===== src/rtl/seq_divmod.sv =====
`default_nettype none
// ============================================================================
// Module   : seq_divmod
// Brief    : Multi-cycle unsigned restoring divider. Produces quotient and
//            remainder together after DATAWIDTH iterations with a
//            start/busy/done handshake. Divide-by-zero skips the iterations
//            and returns quot = all ones, rem = dividend.
// Revision : 1.0 - initial release
// ============================================================================
module seq_divmod #(
    parameter int DATAWIDTH = 4
) (
    input  logic                 clk,
    input  logic                 rst,
    input  logic                 start,
    input  logic [DATAWIDTH-1:0] a,
    input  logic [DATAWIDTH-1:0] b,
    output logic                 busy,
    output logic                 done,
    output logic [DATAWIDTH-1:0] quot,
    output logic [DATAWIDTH-1:0] rem,
    output logic                 div_by_zero
);

    localparam int c_CNT_W = $clog2(DATAWIDTH + 1);

    typedef enum logic [1:0] {
        S_IDLE = 2'd0,
        S_CALC = 2'd1,
        S_DONE = 2'd2
    } state_t;

    state_t               r_state;
    state_t               w_next_state;
    logic                 w_accept;
    logic                 w_last;
    logic                 r_zero_pend;    // accepted b == 0, result due next edge
    logic [DATAWIDTH-1:0] r_dividend;     // shifts dividend out, quotient bits in
    logic [DATAWIDTH-1:0] r_divisor;
    logic [DATAWIDTH:0]   r_partial;
    logic [c_CNT_W-1:0]   r_count;
    logic [DATAWIDTH:0]   w_partial_sh;
    logic [DATAWIDTH+1:0] w_trial;
    logic                 w_qbit;
    logic [DATAWIDTH:0]   w_partial_nxt;

    // State register
    always_ff @(posedge clk) begin
        if (rst) begin
            r_state <= S_IDLE;
        end else begin
            r_state <= w_next_state;
        end
    end

    // Next-state logic and state-decoded outputs. While a divide-by-zero
    // result is pending, start is not accepted so that result is delivered.
    always_comb begin
        w_next_state = r_state;
        w_accept     = start && !r_zero_pend &&
                       ((r_state == S_IDLE) || (r_state == S_DONE));
        w_last       = (r_count == c_CNT_W'(1));
        busy         = (r_state == S_CALC);
        done         = (r_state == S_DONE);
        case (r_state)
            S_CALC: begin
                if (w_last) begin
                    w_next_state = S_DONE;
                end
            end
            default: begin
                w_next_state = S_IDLE;
                if (r_zero_pend) begin
                    w_next_state = S_DONE;
                end else if (w_accept) begin
                    w_next_state = (b == '0) ? S_IDLE : S_CALC;
                end
            end
        endcase
    end

    // One restoring step: shift in the next dividend bit, trial-subtract the
    // divisor and keep the difference only if it did not borrow.
    always_comb begin
        w_partial_sh  = {r_partial[DATAWIDTH-1:0], r_dividend[DATAWIDTH-1]};
        w_trial       = {1'b0, w_partial_sh} - {2'b00, r_divisor};
        w_qbit        = ~w_trial[DATAWIDTH+1];
        w_partial_nxt = w_qbit ? w_trial[DATAWIDTH:0] : w_partial_sh;
    end

    // Operand latch, iteration datapath and result registers
    always_ff @(posedge clk) begin
        if (rst) begin
            r_zero_pend <= 1'b0;
            r_dividend  <= '0;
            r_divisor   <= '0;
            r_partial   <= '0;
            r_count     <= '0;
            quot        <= '0;
            rem         <= '0;
            div_by_zero <= 1'b0;
        end else begin
            r_zero_pend <= w_accept && (b == '0);
            if (w_accept) begin
                r_dividend <= a;
                r_divisor  <= b;
                r_partial  <= '0;
                r_count    <= c_CNT_W'(DATAWIDTH);
            end else if (r_state == S_CALC) begin
                r_dividend <= {r_dividend[DATAWIDTH-2:0], w_qbit};
                r_partial  <= w_partial_nxt;
                r_count    <= r_count - c_CNT_W'(1);
                if (w_last) begin
                    quot        <= {r_dividend[DATAWIDTH-2:0], w_qbit};
                    rem         <= w_partial_nxt[DATAWIDTH-1:0];
                    div_by_zero <= 1'b0;
                end
            end else if (r_zero_pend) begin
                quot        <= '1;
                rem         <= r_dividend;
                div_by_zero <= 1'b1;
            end
        end
    end

endmodule
`default_nettype wire


===== config.mk =====
export PLATFORM = sky130hd
export DESIGN_NAME = seq_divmod
export DESIGN_NICKNAME = d
export VERILOG_FILES = /design/src/rtl/seq_divmod.sv
export SDC_FILE = /design/constraint.sdc
export NUM_CORES = 1
export LEC_CHECK = 0
export BUFFER_PORTS_ARGS = -buffer_cell sky130_fd_sc_hd__buf_2
export CORE_AREA = 2 2 55 67
export CTS_CLUSTER_SIZE = 28
export DETAILED_ROUTE_END_ITERATION = 16
export DIE_AREA = 0 0 57 69
export HOLD_SLACK_MARGIN = 0.05
export SETUP_SLACK_MARGIN = 0.02
export SYNTH_ARGS = -nofsm -noshare
export SYNTH_HDL_FRONTEND = slang
export SYNTH_SLANG_ARGS = --single-unit

===== constraint.sdc =====
create_clock -name clk -period 3.03 [get_ports clk]
set_input_delay 0.4545 -clock clk [delete_from_list [all_inputs] [get_ports clk]]
set_output_delay 0.4545 -clock clk [all_outputs]
set_load 0.02 [all_outputs]

Word level (Yosys, flattened, before mapping) --
Cells that the tools add are included.
Word-level totals: register bits after elaboration 27, logic and storage cells 48
Operators by class: $add $sub $neg 2, reductions and logical operators 11, bitwise logic cells 2, multiplexer cells 19, equal/unequal tests 4
Operators with widths (count):
- $mux 4 | 9
- $mux 2 | 3
- $mux 3 | 2
- $sub 5x4->6 | 1
- $mux 1 | 5
- $logic_not 4->1 | 1
- $reduce_bool 2->1 | 2
- $eq 3x1->1 const B | 1
- $logic_and 1x1->1 | 3
- $reduce_and 3->1 | 1
- $sub 3x1->3 const B | 1
- $eq 2x1->1 const B | 1
- $eq 2x2->1 const B | 1
- $logic_not 2->1 | 1
- $ne 2x1->1 const B | 1
- $not 1->1 | 2
- $reduce_or 2->1 | 1
- $logic_not 1->1 | 1
- $logic_or 1x1->1 | 1

Logic depth before layout (Yosys ltp) --
Gate-level depths: netlist of run 1.
depth in word-level cells 6, mapped depth 7, mapped depth without buffers 7

Least setup slack after synthesis of run 1 --
Ideal clock, no wire load.
kind register -> register, start point register r_divisor[1], end point register r_partial[2], cell stages (with the launch flop) 8, period minus slack after synthesis 1.693 ns, buffers on the path 0, slack 1.337 ns, library setup time 0.124 ns, data required time 2.906 ns, arrival time 1.569 ns, cells stage by stage dfxtp_1 > inv_1 > ha_1 > nor2b_1 > o311a_4 > or3_1 > o211ai_1 > a21oi_1
On the way: longest elaborated chain between the ends 2
RTL lines:
- from (decl) | RTL line 39 | logic [DATAWIDTH-1:0] r_divisor;
- from (signal assigned) | RTL line 96 | r_divisor <= '0;
- from (signal assigned) | RTL line 106 | r_divisor <= b;
- $sub 5x4->6 | RTL line 86 | w_trial = {1'b0, w_partial_sh} - {2'b00, r_divisor};
- $mux 4 | RTL line 88 | w_partial_nxt = w_qbit ? w_trial[DATAWIDTH:0] : w_partial_sh;
- to (signal assigned) | RTL line 111 | r_partial <= w_partial_nxt;
- to (decl) | RTL line 40 | logic [DATAWIDTH:0] r_partial;
No other way between the ends. A chain may end at the register's enable or synchronous reset.

Final worst setup path of run 1 --
start point register r_state[0], end point output busy
On the way: longest elaborated chain between the ends 1
RTL lines:
- from (decl) | RTL line 33 | state_t r_state;
- from (signal assigned) | RTL line 52 | r_state <= w_next_state;
- $eq 2x1->1 | RTL line 63 | busy = (r_state == S_CALC);
- to (decl) | RTL line 18 | output logic busy,
No other way between the ends.

==> metrics.yaml, run 1 <==
status: "finished clean"
synth.mux.area_fraction: 0.0158
max-vdd-ir-drop_mv: 0.205
ys_seq_area_frac: 0.426
drv_slew: 0
clk_latency_ps: 270
drtPass1Iterations: 4
finalHoldViolations: 0
final_antenna_net_count: 0
drive_above_1_share: 0.193
avgSynthCellArea_sq_um: 8.63
antenna_cells: 0
power_leakage_nw: 0.578
synth_top_cell_area_share: 0.426
grt_max_degree: 24
syn-num-nets: 165
critPathKind: "register to output pin"
viasPerCell: 5.32
cts_tree: "done"
core-area_sq_mm: 0.00328
clock-sinks: 27
synth_compound_area_frac: 0.198
io_buffers: 21
max-slew-margin-rel: 0.352
start_util: 0.387
netlist_instances: 147
cts.path.max_buffers: 2
synthAdderAreaFrac: 0.0750
die_height_microns: 69
p_clk_frac: 0.270
end_kind: "output pin"
nets: 185
ys_warn_count: 0
dieArea_sq_mm: 0.00393
place_congestion: 0.775
arrival_ps: 1690
rr_startpoint: "r_partial[0]"
synth_flop_cell: "dfxtp_1"
synth.distinct_cells: 32
grt_pass1_wl_microns: 4750
totalWireLength_microns: 2720
dp_hpwl_microns: 2080
hold_class: "primary input to register"
vias: 1079
seqPwrFrac: 0.517
wl_per_cell_microns: 13.4
final.setup_skew_ps: 2.47
syn_to_final_growth_pct: 13.5
synth_top_family_by_area: "simple AND/OR/NAND/NOR gates"
post-cts-setup-buffers: 0
fin_crit_sh: 0.707
setup_viol: 0
pin_count: 22
synth_common_cells: "dfxtp_1 (27), nor2_1 (25), nand2_1 (14)"
synthMostInstantiatedCell: "dfxtp_1"
cts_resized: 0
met2_usage: 0.253
gr-usage-all-layers: 0.153
globalRouteMet3Util: 0.0338
p_sw_frac: 0.291
period_minus_slack_ps: 2140
grt.busiest_layer: "met2"
start_kind: "register"
path_max_fanout: 16
crit_path_start: "r_state[0]"
synth.area.top_cells: "dfxtp_1 (43%), nor2_1 (7.4%), ha_1 (5.9%), a21oi_1 (4.7%), nand2_1 (4.1%)"
ys_ff_latch: 27
synth_top_area_cell: "dfxtp_1"
path_clk_slew_ps: 90
internal_power_mw: 0.535
drc: 0
grt_pass1_vias: 1057
cts_buffers: 3
num_rows: 23
htreeDepth: 1
required_ps: 2580
rrSetupSlack_ps: 1190
power_mw: 0.755
switchingPower_mw: 0.220
synth-xor-area-share: 0.0207
holdBufCountCts: 0
p_per_area_mw_per_mm2: 524
timing.fmax_mhz: 467
ys_async_sr_fraction: 0
cts_root_buf: "clkbuf_8"
rsz0062_at_grt: "no"
final_util: 0.439
r2r-end: "rem[3]"
synth-edff-count: 0
worst_pin_slew_ps: 967
antenna_found_initial: 0
endpoint: "busy"
fin_tns_setup_ps: 0
hold_ws_ps: 416
synthSimpleGateAreaFrac: 0.221
die_w_microns: 57
p_comb_frac: 0.213
overflow: 0
first_iter_violations: 26
r2r_cells: 6
maxCapViolations: 0
hold_depth: 3
syn_area_sq_mm: 0.00127
gr-usage-met1: 0.181
[cell families after synthesis]
logic type | after synthesis
xor+xnor | 3
fa+ha+maj | 7
buf+inv | 14
simple gates | 59
mux | 2
flops | 27
compound gates | 35
[layout by cell type (no fill, tap or decap), drive strengths merged, types with 4 or more instances in the layout]
cell,count
nor2,25
inv,8
or2,4
a21oi,12
a211oi,4
nand2,14
a22oi,5
buf,21
dfxtp,27
clkbuf,4
ha,6
nor3,6
[per-layer routing]
layer,routed length (microns),vias to the layer above
met1,1190,497
met4,59,0
met2,1330,26
met5,0,-
met3,131,6
li1,-,550
[stage by stage]
stage | setup WS, ps | cells | area, sq um
floorplan | 1340 | 147 | 1270
global placement | 1190 | 199 | 1400
detailed placement | 1090 | 199 | 1400
CTS | 910 | 203 | 1440
global route | 725 | 203 | 1440
finish | 889 | 203 | 1440
[cell type report]
type / count / area (sq um)
Fill cell: 339 / 1840
Inverter: 8 / 30.0
Multi-Input combinational cell: 106 / 673
Clock buffer: 4 / 45.0
Tap cell: 37 / 46.3
Sequential cell: 27 / 541
Timing Repair Buffer: 21 / 105
[power by group through the flow]
stage | registers, mW | clock network [mW] | logic, mW
floorplan | 0.397 | 0 | 0.125
global placement | 0.398 | 0 | 0.157
detailed placement | 0.398 | 0 | 0.161
CTS | 0.390 | 0.211 | 0.162
global route | 0.393 | 0.228 | 0.185
finish | 0.390 | 0.204 | 0.161
[critical path, cell delays in order, from the launching register on]
cell	delay (ps)
dfxtp_1	380
nand2b_1	280
inv_1	490
buf_2	260
[sequential cells by signal (all words and copies together) (netlist names)]
name / flops
div_by_zero: 1
r_dividend: 4
r_partial: 4
rem: 4
r_divisor: 4
r_state: 2
r_count: 3
r_zero_pend: 1
quot: 4
[worst min-delay path by stage]
stage	start	end	slack, ps
after floorplan	r_partial[3]	r_partial[3]	450
after detailed placement	div_by_zero	div_by_zero	450
after CTS	b[3]	r_divisor[3]	410
after global routing	b[3]	r_divisor[3]	410
final	b[3]	r_divisor[3]	420
after global placement	div_by_zero	div_by_zero	450
No activity file was read; power rests on OpenSTA's default activity.
==> run 2, diff against run 1 <==
==> constraint.sdc (replaced) <==
create_clock -name clk -period 2 [get_ports clk]
set_input_delay 0.3 -clock clk [delete_from_list [all_inputs] [get_ports clk]]
set_output_delay 0.3 -clock clk [all_outputs]
set_load 0.02 [all_outputs]
==> metrics.yaml, run 2 (same netlist as run 1, synthesis figures left out) <==
vias: 1090
gr-usage-all-layers: 0.154
nFillCells: 339
cts_root_buf: "clkbuf_8"
fin_crit_sh: 0.917
period_minus_slack_ps: 1830
post-place-ws_ps: 181
viasPerCell: 5.24
post-cts-setup-buffers: 0
cts_resized: 0
required_ps: 2180
status: "finished clean"
start_kind: "register"
path_clk_slew_ps: 90
power_leakage_nw: 0.605
final_common_cell: "dfxtp_1"
antenna_found_initial: 0
layout_common_cells: "dfxtp_1 (27), nor2_1 (25), buf_2 (21), nand2_1 (14), a21oi_1 (12)"
cts_buffers: 3
syn_to_final_growth_pct: 16.6
fin_cells: 208
totalWireLength_microns: 2790
dp_hpwl_microns: 2210
hold_class: "primary input to register"
cts_tree: "done"
core-area_sq_mm: 0.00328
final.setup_skew_ps: 5.73
setup_viol: 0
place_congestion: 0.759
nets: 190
max-vdd-ir-drop_mv: 0.328
die_w_microns: 57
first_iter_violations: 25
placed_cells: 204
holdBufCountCts: 0
fin_tns_setup_ps: 0
hold_depth: 3
start_util: 0.387
drive_above_1_share: 0.222
num_rows: 23
clock-sinks: 27
io_buffers: 21
clk_latency_ps: 270
p_per_area_mw_per_mm2: 782
layout_setup_ws_ps: 167
end_kind: "register"
overflow: 0
path_max_fanout: 5
rsz0062_at_grt: "no"
drv_slew: 0
crit_path_cell_trace: "inv_1 -> ha_1 -> nor2b_1 -> o311a_4 -> nand2b_4 -> mux2i_1 -> a211oi_1"
finalHoldViolations: 0
grt_max_degree: 24
arrival_ps: 2010
htreeDepth: 1
timing.fmax_mhz: 545
maxCapViolations: 0
worst_pin_slew_ps: 577
critPathSlowestCell: "o311a_4"
antenna_cells: 0
pin_count: 22
final_antenna_net_count: 0
drtPass1Iterations: 4
drc: 0
die_height_microns: 69
critPathKind: "register to register"
max-slew-margin-rel: 0.613
grt_pass1_wl_microns: 4860
r2r_cells: 7
grt_pass1_vias: 1092
dieArea_sq_mm: 0.00393
wl_per_cell_microns: 13.4
cts.path.max_buffers: 2
max_stage_delay_ps: 330
## run 2: cell types whose count changed in the layout (fill, tap and decap cells not counted)
cell	before	now
buf_4	0	5
clkbuf_1	1	0
clkinv_2	0	1
## run 2: report_power, final
group	leakage [nW]	internal, mW	switching [mW]
Sequential	0.220	0.567	0.0221
Clock	0.0255	0.140	0.168
Combinational	0.359	0.113	0.147
Total	0.605	0.819	0.337
## run 2: cell type report
class	instances	area [sq um]	share of cell area
inverters	8	30.0	0.0203
clock buffers	3	41.3	0.0279
clock inverters	1	5.00	0.00338
repair buffers	26	143	0.0964
flip-flops and latches	27	541	0.365
well taps	37	46.3	0.0313
multi-input cells	106	673	0.455
## run 2: path summary, 6_finish.rpt
kind	startpoint	endpoint	slack, ps
worst min register to register	div_by_zero	div_by_zero	450
worst min-delay path	b[2]	r_divisor[2]	260
worst max register to register	r_divisor[1]	r_partial[1]	170
worst max-delay path	r_divisor[1]	r_partial[1]	170
## run 2: worst max-delay path, delay by kind of cell, from the launching register on
family                   cells  cell delay, ps
AO/OA/AOI/OAI                2             600
AND/OR/NAND/NOR              2             310
multiplexers                 1             150
flip-flops                   1             320
adder cells (fa/ha/maj)      1             290
buffers and inverters        1              70
## run 2: per-stage QoR
step | hold slack (ps) | utilization | total power [mW] | area [sq um]
final | 256 | 0.451 | 1.16 | 1480
after global routing | 279 | 0.451 | 1.23 | 1480
after detailed placement | 447 | 0.437 | 0.861 | 1430
after CTS | 257 | 0.451 | 1.17 | 1480
after global placement | 441 | 0.437 | 0.853 | 1430
after floorplan | 368 | - | 0.790 | 1270
## run 2: per-layer routing
metal  share of wire  routed length, microns  vias up  track usage
met2            0.52                    1460       31        0.273
li1                -                       -      561            -
met4           0.011                      32        0       0.0465
met5               0                       0        -            0
met3           0.050                     141        4       0.0244
met1            0.41                    1150      494        0.186
==> run 3, diff against run 2 <==
==> constraint.sdc (replaced) <==
create_clock -name clk -period 1.8 [get_ports clk]
set_input_delay 0.27 -clock clk [delete_from_list [all_inputs] [get_ports clk]]
set_output_delay 0.27 -clock clk [all_outputs]
set_load 0.02 [all_outputs]
==> metrics.yaml, run 3 (same netlist as run 1, synthesis figures left out) <==
status: "finished clean"
setup_viol: 0
place_congestion: 0.768
final_antenna_net_count: 0
crit_path_cell_trace: "ha_4 -> nor2b_4 -> o311a_4 -> nand2b_4 -> mux2i_2 -> a211oi_1"
nets: 193
die_height_microns: 69
grt_pass1_wl_microns: 4770
placed_cells: 206
fin_crit_sh: 0.958
timing.fmax_mhz: 580
path_depth: 6
crit_buf_inv: 0
overflow: 0
io_buffers: 21
period_minus_slack_ps: 1720
cts_root_buf: "clkbuf_8"
clock-sinks: 27
final.setup_skew_ps: 2.12
dp_hpwl_microns: 2160
num_rows: 23
totalWireLength_microns: 2760
p_per_area_mw_per_mm2: 854
hold_class: "primary input to register"
cts_buffers: 3
endpoint: "r_partial[1]"
clk_latency_ps: 270
max-slew-margin-rel: 0.617
grt_max_degree: 24
path_clk_slew_ps: 90
critPathTopFamily: "compound AO/OA/AOI/OAI gates"
fin_cells: 211
holdBufCountCts: 0
vias: 1098
hold_ws_ps: 235
drtPass1Iterations: 4
maxCapViolations: 0
start_util: 0.387
dieArea_sq_mm: 0.00393
r2r-end: "r_partial[1]"
cts_tree: "done"
syn_to_final_growth_pct: 21.5
core-area_sq_mm: 0.00328
drv_slew: 0
drc: 0
max_stage_delay_ps: 380
cts.path.max_buffers: 2
crit_path_start: "r_partial[0]"
grt_pass1_vias: 1069
worst_pin_slew_ps: 571
layout_common_cells: "nor2_1 (25), dfxtp_1 (25), buf_2 (21), nand2_1 (14), a21oi_1 (12)"
antenna_cells: 0
max-vdd-ir-drop_mv: 0.537
drive_above_1_share: 0.270
wl_per_cell_microns: 13.1
final_util: 0.470
power_mw: 1.32
rsz0062_at_grt: "no"
r2r_cells: 6
start_kind: "register"
die_w_microns: 57
antenna_found_initial: 0
critPathKind: "register to register"
critPathSlowestCell: "o311a_4"
fin_tns_setup_ps: 0
first_iter_violations: 23
power_leakage_nw: 0.623
path_max_fanout: 5
end_kind: "register"
htreeDepth: 1
pin_count: 22
rrSetupSlack_ps: 80
viasPerCell: 5.20
rr_startpoint: "r_partial[0]"
required_ps: 1990
arrival_ps: 1910
finalHoldViolations: 0
gr-usage-all-layers: 0.153
run 3: changes by cell type in the layout (fill, tap and decap cells not counted), sizes merged:
| cell | previous run | this run |
|---|---|---|
| buf | 26 | 29 |
| clkinv | 1 | 0 |
| clkbuf | 3 | 4 |
run 3: cell type report:
| type | count | area [sq um] |
|---|---|---|
| well taps | 37 | 46.3 |
| clock buffers | 4 | 45.0 |
| multi-input cells | 106 | 709 |
| flip-flops and latches | 27 | 546 |
| fillers | 349 | 1740 |
| repair buffers | 29 | 165 |
| inverters | 8 | 30.0 |
run 3: timing repair:
item                                    4_1_cts  5_1_grt
resized for setup                             0       10
hold endpoints to repair                      0        0
buffers inserted                              0        1
endpoints found under the setup margin        0        7
run 3: power breakdown:
| group | switching (mW) | internal (mW) |
|---|---|---|
| sequential | 0.0252 | 0.630 |
| clock | 0.188 | 0.159 |
| combinational | 0.170 | 0.144 |
run 3: how the worst min path moves through the flow:
| stage | from | to | slack (ps) | cells past startpoint |
|---|---|---|---|---|
| 6_report | b[3] | r_divisor[3] | 230 | 3 |
| 5_1_grt | b[1] | r_divisor[1] | 250 | 3 |
| 4_1_cts | b[1] | r_divisor[1] | 230 | 3 |
| 3_5_place_dp | div_by_zero | div_by_zero | 450 | 2 |
| 3_3_place_gp | div_by_zero | div_by_zero | 440 | 2 |
| 2_1_floorplan | rst | rem[3] | 340 | 1 |
run 3: stage by stage:
| stage | worst slack [ps] | area (sq um) |
|---|---|---|
| after floorplan | 107 | 1270 |
| after global placement | 92.1 | 1450 |
| after detailed placement | 52.0 | 1450 |
| after CTS | 26.0 | 1490 |
| after global routing | 21.8 | 1540 |
| final | 76.1 | 1540 |
run 3: metal layers:
layer / GRT usage / share of wire
met1: 0.174 / 0.43
met2: 0.272 / 0.51
met4: 0.0698 / 0.018
met5: 0 / 0
met3: 0.0244 / 0.039
run 3: worst reg2reg max path: stages, from the launching register on:
cell and delay, ps:
dfxtp_4 370, ha_4 230, nor2b_4 120, o311a_4 380
nand2b_4 170, mux2i_2 170, a211oi_1 210
